<file path="src/rtl/mem_bus_arbiter_pkg.sv">
// Shared types and helpers for the memory bus arbiter.
package mem_bus_pkg;

    typedef enum logic [1:0] {
        IDLE   = 2'd0,
        ACCESS = 2'd1,
        DONE   = 2'd2
    } state_e;

    typedef enum logic {
        GNT_IF = 1'b0,
        GNT_DM = 1'b1
    } grant_e;

    localparam logic BUS_RD = 1'b0;
    localparam logic BUS_WR = 1'b1;

    // Round-robin pick: a lone request wins outright, a tie goes to the port not granted last.
    function automatic grant_e pick_grant(input logic if_req, input logic dm_req,
                                          input grant_e last_grant);
        if (if_req && dm_req) begin
            return (last_grant == GNT_IF) ? GNT_DM : GNT_IF;
        end else if (dm_req) begin
            return GNT_DM;
        end else begin
            return GNT_IF;
        end
    endfunction

endpackage

</file>
<file path="src/rtl/mem_bus_arbiter_if.sv">
// Requester ports plus external bus pins of the memory bus arbiter.
interface mem_bus_arbiter_if #(
    parameter int ADDR_WIDTH = 32,
    parameter int DATA_WIDTH = 32
);
    logic                  IF_Req;
    logic [ADDR_WIDTH-1:0] IF_Addr;
    logic [DATA_WIDTH-1:0] IF_Rdata;
    logic                  IF_Ack;
    logic                  DM_Req;
    logic                  DM_We;
    logic [ADDR_WIDTH-1:0] DM_Addr;
    logic [DATA_WIDTH-1:0] DM_Wdata;
    logic [DATA_WIDTH-1:0] DM_Rdata;
    logic                  DM_Ack;
    logic [ADDR_WIDTH-1:0] ADDR;
    logic [DATA_WIDTH-1:0] Data_BUS_WRITE;
    logic [DATA_WIDTH-1:0] Data_BUS_READ;
    logic                  CS;
    logic                  WR_RD;
    logic                  Busy;

    // Arbiter side.
    modport slave (
        input  IF_Req, IF_Addr, DM_Req, DM_We, DM_Addr, DM_Wdata, Data_BUS_READ,
        output IF_Rdata, IF_Ack, DM_Rdata, DM_Ack, ADDR, Data_BUS_WRITE, CS, WR_RD, Busy
    );

    // Requester / memory side.
    modport master (
        output IF_Req, IF_Addr, DM_Req, DM_We, DM_Addr, DM_Wdata, Data_BUS_READ,
        input  IF_Rdata, IF_Ack, DM_Rdata, DM_Ack, ADDR, Data_BUS_WRITE, CS, WR_RD, Busy
    );
endinterface

</file>
<file path="src/rtl/mem_bus_arbiter_wait_state_counter.sv">
// Loadable down-counter with a zero flag; counts wait states of one bus access.
module wait_state_counter #(
    parameter int WIDTH = 2
) (
    input  logic             clk,
    input  logic             srst,
    input  logic             load,
    input  logic [WIDTH-1:0] load_val,
    input  logic             dec,
    output logic             zero
);
    logic [WIDTH-1:0] count_q;
    logic [WIDTH-1:0] count_d;

    // Load has priority; decrement saturates at zero.
    always_comb begin
        count_d = count_q;
        if (load) begin
            count_d = load_val;
        end else if (dec && (count_q != '0)) begin
            count_d = count_q - 1'b1;
        end
    end

    // Counter register.
    always_ff @(posedge clk) begin
        if (srst) begin
            count_q <= '0;
        end else begin
            count_q <= count_d;
        end
    end

    assign zero = (count_q == '0);
endmodule

</file>
<file path="src/rtl/mem_bus_arbiter.sv">
// Arbitrates the external memory bus between the fetch and data ports, one access at a time.
module mem_bus_arbiter
    import mem_bus_pkg::*;
#(
    parameter int ADDR_WIDTH  = 32,
    parameter int DATA_WIDTH  = 32,
    parameter int WAIT_CYCLES = 2
) (
    input  logic            Clk,
    input  logic            Reset,
    mem_bus_arbiter_if.slave bus
);
    // Counter only has to hold WAIT_CYCLES-1.
    localparam int CNT_W = (WAIT_CYCLES > 1) ? $clog2(WAIT_CYCLES) : 1;
    localparam logic [CNT_W-1:0] LOAD_VAL = CNT_W'(WAIT_CYCLES - 1);

    state_e                state_q, state_d;
    grant_e                grant_q, grant_d;
    grant_e                last_grant_q, last_grant_d;
    grant_e                winner;
    logic [ADDR_WIDTH-1:0] addr_q, addr_d;
    logic [DATA_WIDTH-1:0] wdata_q, wdata_d;
    logic                  cs_q, cs_d;
    logic                  wr_q, wr_d;
    logic                  if_ack_q, if_ack_d;
    logic                  dm_ack_q, dm_ack_d;
    logic [DATA_WIDTH-1:0] if_rdata_q, if_rdata_d;
    logic [DATA_WIDTH-1:0] dm_rdata_q, dm_rdata_d;
    logic                  busy_q, busy_d;
    logic                  cnt_load;
    logic                  cnt_dec;
    logic                  cnt_zero;

    wait_state_counter #(.WIDTH(CNT_W)) u_wait_cnt (
        .clk      (Clk),
        .srst     (Reset),
        .load     (cnt_load),
        .load_val (LOAD_VAL),
        .dec      (cnt_dec),
        .zero     (cnt_zero)
    );

    assign winner = pick_grant(bus.IF_Req, bus.DM_Req, last_grant_q);

    // Next-state and registered-output logic for the IDLE -> ACCESS -> DONE sequence.
    always_comb begin
        state_d      = state_q;
        grant_d      = grant_q;
        last_grant_d = last_grant_q;
        addr_d       = addr_q;
        wdata_d      = wdata_q;
        cs_d         = cs_q;
        wr_d         = wr_q;
        if_ack_d     = 1'b0;
        dm_ack_d     = 1'b0;
        if_rdata_d   = if_rdata_q;
        dm_rdata_d   = dm_rdata_q;
        cnt_load     = 1'b0;
        cnt_dec      = 1'b0;
        case (state_q)
            IDLE: begin
                addr_d  = '0;
                wdata_d = '0;
                cs_d    = 1'b0;
                wr_d    = BUS_RD;
                if (bus.IF_Req || bus.DM_Req) begin
                    grant_d      = winner;
                    last_grant_d = winner;
                    cs_d         = 1'b1;
                    cnt_load     = 1'b1;
                    state_d      = ACCESS;
                    if (winner == GNT_DM) begin
                        addr_d  = bus.DM_Addr;
                        wr_d    = bus.DM_We ? BUS_WR : BUS_RD;
                        wdata_d = bus.DM_We ? bus.DM_Wdata : '0;
                    end else begin
                        addr_d  = bus.IF_Addr;
                    end
                end
            end
            ACCESS: begin
                if (cnt_zero) begin
                    if (wr_q == BUS_RD) begin
                        if (grant_q == GNT_DM) begin
                            dm_rdata_d = bus.Data_BUS_READ;
                        end else begin
                            if_rdata_d = bus.Data_BUS_READ;
                        end
                    end
                    if_ack_d = (grant_q == GNT_IF);
                    dm_ack_d = (grant_q == GNT_DM);
                    addr_d   = '0;
                    wdata_d  = '0;
                    cs_d     = 1'b0;
                    wr_d     = BUS_RD;
                    state_d  = DONE;
                end else begin
                    cnt_dec = 1'b1;
                end
            end
            default: begin
                state_d = IDLE;
            end
        endcase
        busy_d = (state_d != IDLE);
    end

    // State and output registers with synchronous reset.
    always_ff @(posedge Clk) begin
        if (Reset) begin
            state_q      <= IDLE;
            grant_q      <= GNT_IF;
            last_grant_q <= GNT_IF;
            addr_q       <= '0;
            wdata_q      <= '0;
            cs_q         <= 1'b0;
            wr_q         <= BUS_RD;
            if_ack_q     <= 1'b0;
            dm_ack_q     <= 1'b0;
            if_rdata_q   <= '0;
            dm_rdata_q   <= '0;
            busy_q       <= 1'b0;
        end else begin
            state_q      <= state_d;
            grant_q      <= grant_d;
            last_grant_q <= last_grant_d;
            addr_q       <= addr_d;
            wdata_q      <= wdata_d;
            cs_q         <= cs_d;
            wr_q         <= wr_d;
            if_ack_q     <= if_ack_d;
            dm_ack_q     <= dm_ack_d;
            if_rdata_q   <= if_rdata_d;
            dm_rdata_q   <= dm_rdata_d;
            busy_q       <= busy_d;
        end
    end

    assign bus.ADDR           = addr_q;
    assign bus.Data_BUS_WRITE = wdata_q;
    assign bus.CS             = cs_q;
    assign bus.WR_RD          = wr_q;
    assign bus.IF_Ack         = if_ack_q;
    assign bus.DM_Ack         = dm_ack_q;
    assign bus.IF_Rdata       = if_rdata_q;
    assign bus.DM_Rdata       = dm_rdata_q;
    assign bus.Busy           = busy_q;
endmodule

</file>
<file path="src/flat_wrapper.sv">
// flat-port wrapper written by rule: the top's interface ports become plain ports
module mem_bus_arbiter_flat import mem_bus_pkg::*;
#(
    parameter int ADDR_WIDTH  = 32,
    parameter int DATA_WIDTH  = 32,
    parameter int WAIT_CYCLES = 2
)
  (Clk, Reset, bus_IF_Req, bus_IF_Addr, bus_DM_Req, bus_DM_We, bus_DM_Addr, bus_DM_Wdata, bus_Data_BUS_READ, bus_IF_Rdata, bus_IF_Ack, bus_DM_Rdata, bus_DM_Ack, bus_ADDR, bus_Data_BUS_WRITE, bus_CS, bus_WR_RD, bus_Busy);
  mem_bus_arbiter_if #(.ADDR_WIDTH(ADDR_WIDTH), .DATA_WIDTH(DATA_WIDTH)) bus_i ();
  input  logic Clk;
  input  logic Reset;
  input wire logic [$bits(bus_i.IF_Req)-1:0] bus_IF_Req;
  input wire logic [$bits(bus_i.IF_Addr)-1:0] bus_IF_Addr;
  input wire logic [$bits(bus_i.DM_Req)-1:0] bus_DM_Req;
  input wire logic [$bits(bus_i.DM_We)-1:0] bus_DM_We;
  input wire logic [$bits(bus_i.DM_Addr)-1:0] bus_DM_Addr;
  input wire logic [$bits(bus_i.DM_Wdata)-1:0] bus_DM_Wdata;
  input wire logic [$bits(bus_i.Data_BUS_READ)-1:0] bus_Data_BUS_READ;
  output wire logic [$bits(bus_i.IF_Rdata)-1:0] bus_IF_Rdata;
  output wire logic [$bits(bus_i.IF_Ack)-1:0] bus_IF_Ack;
  output wire logic [$bits(bus_i.DM_Rdata)-1:0] bus_DM_Rdata;
  output wire logic [$bits(bus_i.DM_Ack)-1:0] bus_DM_Ack;
  output wire logic [$bits(bus_i.ADDR)-1:0] bus_ADDR;
  output wire logic [$bits(bus_i.Data_BUS_WRITE)-1:0] bus_Data_BUS_WRITE;
  output wire logic [$bits(bus_i.CS)-1:0] bus_CS;
  output wire logic [$bits(bus_i.WR_RD)-1:0] bus_WR_RD;
  output wire logic [$bits(bus_i.Busy)-1:0] bus_Busy;
  assign bus_i.IF_Req = bus_IF_Req;
  assign bus_i.IF_Addr = bus_IF_Addr;
  assign bus_i.DM_Req = bus_DM_Req;
  assign bus_i.DM_We = bus_DM_We;
  assign bus_i.DM_Addr = bus_DM_Addr;
  assign bus_i.DM_Wdata = bus_DM_Wdata;
  assign bus_i.Data_BUS_READ = bus_Data_BUS_READ;
  assign bus_IF_Rdata = bus_i.IF_Rdata;
  assign bus_IF_Ack = bus_i.IF_Ack;
  assign bus_DM_Rdata = bus_i.DM_Rdata;
  assign bus_DM_Ack = bus_i.DM_Ack;
  assign bus_ADDR = bus_i.ADDR;
  assign bus_Data_BUS_WRITE = bus_i.Data_BUS_WRITE;
  assign bus_CS = bus_i.CS;
  assign bus_WR_RD = bus_i.WR_RD;
  assign bus_Busy = bus_i.Busy;
  mem_bus_arbiter #(.ADDR_WIDTH(ADDR_WIDTH), .DATA_WIDTH(DATA_WIDTH), .WAIT_CYCLES(WAIT_CYCLES)) u_core (.Clk(Clk), .Reset(Reset), .bus(bus_i));
endmodule
</file>
<file path="config.mk">
export PLATFORM = sky130hd
export DESIGN_NAME = mem_bus_arbiter_flat
export DESIGN_NICKNAME = d
export VERILOG_FILES = /design/src/rtl/mem_bus_arbiter_pkg.sv /design/src/rtl/mem_bus_arbiter_if.sv /design/src/rtl/mem_bus_arbiter_wait_state_counter.sv /design/src/rtl/mem_bus_arbiter.sv /design/src/flat_wrapper.sv
export SDC_FILE = /design/constraint.sdc
export NUM_CORES = 1
export LEC_CHECK = 0
export CELL_PAD_IN_SITES_DETAIL_PLACEMENT = 1
export CELL_PAD_IN_SITES_GLOBAL_PLACEMENT = 2
export CORE_UTILIZATION = 24
export CTS_BUF_LIST = sky130_fd_sc_hd__clkbuf_2 sky130_fd_sc_hd__clkbuf_4 sky130_fd_sc_hd__clkbuf_8
export CTS_CLUSTER_DIAMETER = 150
export DETAILED_ROUTE_END_ITERATION = 7
export PLACE_DENSITY = 0.79
export SLEW_MARGIN = 20
export SYNTH_ARGS = -nofsm -noshare
export SYNTH_HDL_FRONTEND = slang
export SYNTH_HIERARCHICAL = 1
export SYNTH_SLANG_ARGS = --single-unit
</file>
<file path="constraint.sdc">
create_clock -name Clk -period 2.2 [get_ports Clk]
set_clock_uncertainty 0.2 [all_clocks]
set_input_delay 0.33 -clock Clk [delete_from_list [all_inputs] [get_ports Clk]]
set_output_delay 0.33 -clock Clk [all_outputs]
set_load 0.01 [all_outputs]
</file>
==> impl_metrics.json, run 1 <==
{
  "gp_congestion": 0.706,
  "final_layout_size_suffix_gt1_share_pct": 7.23,
  "core-area_mm2": 0.0226,
  "grt_max_degree": 99,
  "cts_buffers": 17,
  "placedInstanceArea_mm2": 0.00853,
  "drv_slew": 0,
  "layout_common_cells": "clkdlybuf4s50_1, dfxtp_1, mux2i_1, nand2b_1, a21oi_1",
  "reg2regPathDepth": 4,
  "fin_area_mm2": 0.00893,
  "powerDensity_mw_per_mm2": 662,
  "syn_area_per_cell_um2": 10.3,
  "clk_latency_ns": 0.43,
  "dpl_worst_slack_ns": 0.108,
  "grt_overflow_total": 0,
  "synthDistinctLibCells": 31,
  "setup_tns_ns": 0,
  "layout_setup_ws_ns": 0.214,
  "whs_path_depth": 2,
  "ys_ff_latch": 137,
  "yosys-top-cells-area": "dfxtp_1, mux2i_1, nand2b_1",
  "slowest_stage": "clkdlybuf4s50_1",
  "synth_nets": 668,
  "reg2reg_slack_ns": 0.43,
  "ys_warn_count": 6,
  "r2r_end": "u_core/bus.ADDR[14]",
  "grt_usage_pct": 15.4,
  "vias": 4874,
  "netlist.area_leader.share_pct": 49.7,
  "routedWlPerCell_um": 16.4,
  "clkSinkCount": 137,
  "area_growth_pct": 61.9,
  "grt_pass1_wl_um": 28400,
  "hold_path_end": "u_core/bus.Data_BUS_WRITE[12]",
  "p_leak_nw": 3.37,
  "n_antenna_cell": 0,
  "critPathCaptureType": "output port",
  "period_share_pct": 90.3,
  "final_hold_viol_count": 0,
  "maxCapViolCount": 0,
  "remaining_drc_errors": 0,
  "rsz0062_at_grt": "false",
  "fillers": 2514,
  "cts_tree": "done",
  "hold_start": "Reset",
  "htreeDepth": 4,
  "antenna_left": 0,
  "worstSetupPathType": "flop to output port",
  "cp_cell_sequence": "clkdlybuf4s50_1",
  "hpwl_um": 12300,
  "reg2reg_from": "u_core/state_q[1]",
  "post_cts_buffers": 0,
  "vias_per_cell": 4.48,
  "holdBufCountCts": 0,
  "die_width_um": 154,
  "postSynthCellCount": 535,
  "yosysSeqAreaShare_pct": 49.7,
  "critical_path.top_delay_family": "buffers and inverters",
  "portBuffers": 265,
  "period_minus_slack_ns": 1.99,
  "status": "finished clean",
  "wl_um": 17800,
  "final_common_cell": "clkdlybuf4s50_1",
  "ir_drop_mv": 0.256,
  "nNetsFinal": 923,
  "clockBufferDepth": 2,
  "grt_pass1_vias": 5134,
  "die_area_mm2": 0.0236,
  "clkTransAtPathRegs_ns": 0.09,
  "max_stage_delay_ns": 0.60,
  "path_buf_inv": 1,
  "syn_area_mm2": 0.00552,
  "floorplan.initialDensity_pct": 24.4,
  "cp_max_fo": 4,
  "start_kind": "flop",
  "cts-resized-gates": 0,
  "worstHoldPathType": "input pin to flop",
  "max_freq_mhz": 503,
  "rows": 55,
  "drtPass1Iterations": 4,
  "antenna_found_initial": 0,
  "drtIter0Drc": 169,
  "yosysTopAreaCell": "dfxtp_1",
  "clockRootBuffer": "clkbuf_8",
  "die_y_um": 154,
  "cp.required_ns": 1.67,
  "io_pins": 266,
  "arrival_ns": 1.46,
  "finalSetupViolations": 0
}
## logic make-up after synthesis
family	Yosys count	synth area share, %
AND/OR/NAND/NOR	144	15.8
flip-flops	137	49.7
AO/OA/AOI/OAI	108	12.4
multiplexers	96	17.4
buffers and inverters	49	4.61
other	1	0.0680
## sequential cells by signal (all words and copies together) (netlist names)
register                   cells
u_core/bus.IF_Rdata           32
u_core/bus.WR_RD               1
u_core/state_q                 2
u_core/bus.IF_Ack              1
u_core/bus.Data_BUS_WRITE     32
u_core/bus.Busy                1
u_core/bus.DM_Rdata           32
u_core/bus.ADDR               32
u_core/u_wait_cnt/count_q      1
u_core/bus.CS                  1
u_core/last_grant_q            1
u_core/bus.DM_Ack              1
## area by class of cell
cell class              instances  area (µm²)  share of cell area, %
inverters                       3        11.3                  0.126
flip-flops and latches        137        2740                   30.7
clock buffers                  18         248                   2.77
multi-input cells             349        2540                   28.5
repair buffers                282        2880                   32.2
well taps                     285         357                   3.99
clock inverters                13         148                   1.65
## worst register-to-register path, delay by kind of cell, from the launching register on
family | cells | cell delay, ns
buffers and inverters | 2 | 0.42
flip-flops | 1 | 0.33
AND/OR/NAND/NOR | 1 | 0.59
AO/OA/AOI/OAI | 1 | 0.16
## per-layer routing
metal	part of all wire (%)	vias up	GRT usage, %
li1	-	2373	-
met1	45	2297	18.7
met2	45	192	24.9
met3	8.6	12	6.12
met4	1.1	0	4.67
met5	0	-	0
## synthesized netlist by cell type
master,number
a21boi_1,1
a21oi_1,37
and2_1,1
buf_1,3
buf_12,3
buf_2,11
buf_6,1
clkbuf_1,28
conb_1,1
dfxtp_1,137
inv_1,3
mux2i_1,96
nand2_1,1
nand2b_1,96
nand3_1,32
nand3b_1,2
nand3b_2,1
nor2_1,3
nor2b_1,1
nor3_1,1
nor3_2,1
nor3b_2,1
o21ai_0,35
o21ba_2,1
o2bb2ai_1,32
o31ai_1,1
o41ai_2,1
or2_2,1
or2b_1,1
or3b_1,1
or4_1,1
## worst max path at each step
stage	cells after the start	endpoint	slack (ns)	start
after detailed placement	5	u_core/bus.ADDR[13]	0.11	bus_IF_Req
after global placement	5	u_core/bus.ADDR[26]	0.15	bus_IF_Req
after global routing	1	bus_WR_RD	0.13	u_core/bus.WR_RD
after CTS	1	bus_WR_RD	0.15	u_core/bus.WR_RD
final	1	bus_WR_RD	0.21	u_core/bus.WR_RD
after floorplan	5	u_core/bus.Data_BUS_WRITE[15]	0.55	Reset
## report_power, final
part	leakage, nW	internal, mW	switching, mW
sequential	1.12	2.61	0.0722
combinational	2.06	0.644	0.460
clock	0.193	1.04	1.07
## per-stage QoR
| step | power (mW) | util (%) | instances | hold WS, ns |
|---|---|---|---|---|
| global placement | 3.86 | 37.8 | 1056 | 0.246 |
| global route | 6.22 | 39.6 | 1087 | 0.0503 |
| finish | 5.91 | 39.6 | 1087 | 0.0719 |
| CTS | 6.04 | 39.6 | 1087 | 0.0392 |
| floorplan | 3.19 | - | 535 | 0.226 |
| detailed placement | 3.87 | 37.8 | 1056 | 0.247 |
No activity file was read; power rests on OpenSTA's default activity.
==> inputs of run 2 (changes only) <==
--- a/config.mk
+++ b/config.mk
@@ -11,7 +11,9 @@
 export CTS_BUF_LIST = sky130_fd_sc_hd__clkbuf_2 sky130_fd_sc_hd__clkbuf_4 sky130_fd_sc_hd__clkbuf_8
 export CTS_CLUSTER_DIAMETER = 150
 export DETAILED_ROUTE_END_ITERATION = 7
+export GPL_TIMING_DRIVEN = 0
 export PLACE_DENSITY = 0.79
+export SETUP_SLACK_MARGIN = 0.15
 export SLEW_MARGIN = 20
 export SYNTH_ARGS = -nofsm -noshare
 export SYNTH_HDL_FRONTEND = slang
==> run 2 against run 1 <==
  * Global-route usage increased by 0.93 points
  * Fmax increased by 1.1%
  * Clock power increased by 11%
  * Worst hold slack improved by 0.18 ns
  * Sequential cell count unchanged
  * Critical path depth unchanged
  * First-iteration DRC count decreased by 53%
  * Cell area increased by 0.94%
==> impl_metrics.json, run 2 (same netlist as run 1, synthesis figures left out) <==
{
  "status": "finished clean",
  "drv_slew": 0,
  "cp.required_ns": 1.67,
  "portBuffers": 265,
  "routedWlPerCell_um": 17.2,
  "worst_slew_pin_slew_ns": 0.523,
  "clkTransAtPathRegs_ns": 0.09,
  "antenna_left": 0,
  "antenna_found_initial": 0,
  "setup_tns_ns": 0,
  "start_kind": "flop",
  "die_area_mm2": 0.0236,
  "grt_max_degree": 17,
  "p_leak_nw": 3.43,
  "die_width_um": 154,
  "n_antenna_cell": 0,
  "final_layout_size_suffix_gt1_share_pct": 8.05,
  "clkPwrFrac_pct": 38.4,
  "gp_congestion": 0.769,
  "cp_cell_sequence": "clkdlybuf4s50_1",
  "remaining_drc_errors": 0,
  "critPathCaptureType": "output port",
  "critical_path.top_delay_family": "buffers and inverters",
  "max_freq_mhz": 509,
  "grt_usage_pct": 16.3,
  "maxCapViolCount": 0,
  "worstSetupPathType": "flop to output port",
  "post_cts_buffers": 0,
  "vias": 5012,
  "finalSetupViolations": 0,
  "clk_latency_ns": 0.42,
  "ir_drop_mv": 0.411,
  "powerDensity_mw_per_mm2": 682,
  "cts_tree": "done",
  "p_int_mw": 4.53,
  "clockBufferDepth": 2,
  "worstHoldPathType": "input pin to flop",
  "io_pins": 266,
  "htreeDepth": 4,
  "core-area_mm2": 0.0226,
  "hpwl_um": 14300,
  "clkSinkCount": 137,
  "nNetsFinal": 952,
  "cp_max_fo": 4,
  "rows": 55,
  "path_buf_inv": 1,
  "vias_per_cell": 4.49,
  "p_seq_share_pct": 43.8,
  "floorplan.initialDensity_pct": 24.4,
  "wl_um": 19200,
  "die_y_um": 154,
  "slowest_stage": "clkdlybuf4s50_1",
  "clockRootBuffer": "clkbuf_8",
  "area_growth_pct": 63.4,
  "drtIter0Drc": 79,
  "grt_overflow_total": 0,
  "final_hold_viol_count": 0,
  "p_switching_mw": 1.62,
  "drtPass1Iterations": 6,
  "period_share_pct": 89.3,
  "grt_pass1_vias": 5422,
  "arrival_ns": 1.43,
  "period_minus_slack_ns": 1.96,
  "final_common_cell": "clkdlybuf4s50_1",
  "max_stage_delay_ns": 0.60,
  "fin_worst_hold_slack_ns": 0.254,
  "cts_buffers": 17,
  "maxSlewHeadroom_pct": 64.8,
  "swShare_pct": 26.3,
  "combPwrFrac_pct": 17.7,
  "layout_common_cells": "clkdlybuf4s50_1, dfxtp_1, mux2i_1, nand2b_1, a21oi_1",
  "grt_pass1_wl_um": 30100,
  "rsz0062_at_grt": "true"
}
## run 2: cell count changes in the layout (fill, tap and decap cells not counted), moves of 2 or more
cell       before  now
buf_4          10    1
buf_2           0   12
clkbuf_1        0   19
buf_12          8    3
bufinv_16       2    4
clkbuf_4        0    5
clkbuf_2        0    6
## run 2: power groups by stage
stage          Combinational (mW)  Clock [mW]  Sequential [mW]
2_1_floorplan               0.391           0             2.80
3_3_place_gp                 1.09           0             2.75
6_report                     1.09        2.36             2.69
4_1_cts                      1.10        2.46             2.70
5_1_grt                      1.17        2.57             2.71
3_5_place_dp                 1.09           0             2.75
## run 2: worst reg2reg max path, stage by stage, from the launching register on
cell      delay, ns
dfxtp_1        0.36
clkbuf_1       0.24
nor3b_2        0.41
clkbuf_2       0.34
nand3_1        0.11
a21oi_1        0.14
## run 2: per-layer routing
metal  vias to the layer above  share of wire (%)  GRT usage, %
li1                       2438                  -             -
met3                        12                8.5          6.99
met1                      2370                 43          18.7
met4                         0                1.3          4.00
met5                         -                  0             0
met2                       192                 47          27.8
## run 2: cell type report
class,count,area [µm²]
clock buffer,19,255
tap,285,357
multi-input combinational,349,2530
timing repair buffer,265,2650
inverter,3,11.3
fill,2570,13600
clock inverter,13,193
buffer,46,270
sequential,137,2740
## run 2: path summary, 6_finish.rpt
path | startpoint | to | slack (ns) | cells after the start
setup / recovery | u_core/bus.WR_RD | bus_WR_RD | 0.24 | 1
hold / removal | bus_DM_Wdata[17] | u_core/bus.Data_BUS_WRITE[17] | 0.25 | 3
setup reg to reg | u_core/state_q[1] | u_core/bus.Data_BUS_WRITE[9] | 0.32 | 5
hold reg to reg | u_core/bus.ADDR[23] | u_core/bus.ADDR[23] | 0.27 | 1
## run 2: through the flow
stage                     std cells  setup slack [ns]  instance area, µm²  total power [mW]  utilization [%]
final                          1117             0.236                9010              6.15             39.9
after global routing           1117             0.115                9010              6.45             39.9
after CTS                      1117             0.103                8990              6.26             39.8
after detailed placement       1085            -0.826                8520              3.84             37.8
after global placement         1085            -0.802                8520              3.84             37.8
after floorplan                 535             0.554                5520              3.19                -
## run 2: timing repair
| item | CTS | global route |
|---|---|---|
| hold buffers | 0 | 0 |
| endpoints found under the hold margin | 0 | 0 |
| setup endpoints to repair | 49 | 69 |
| resized for setup | 12 | 12 |
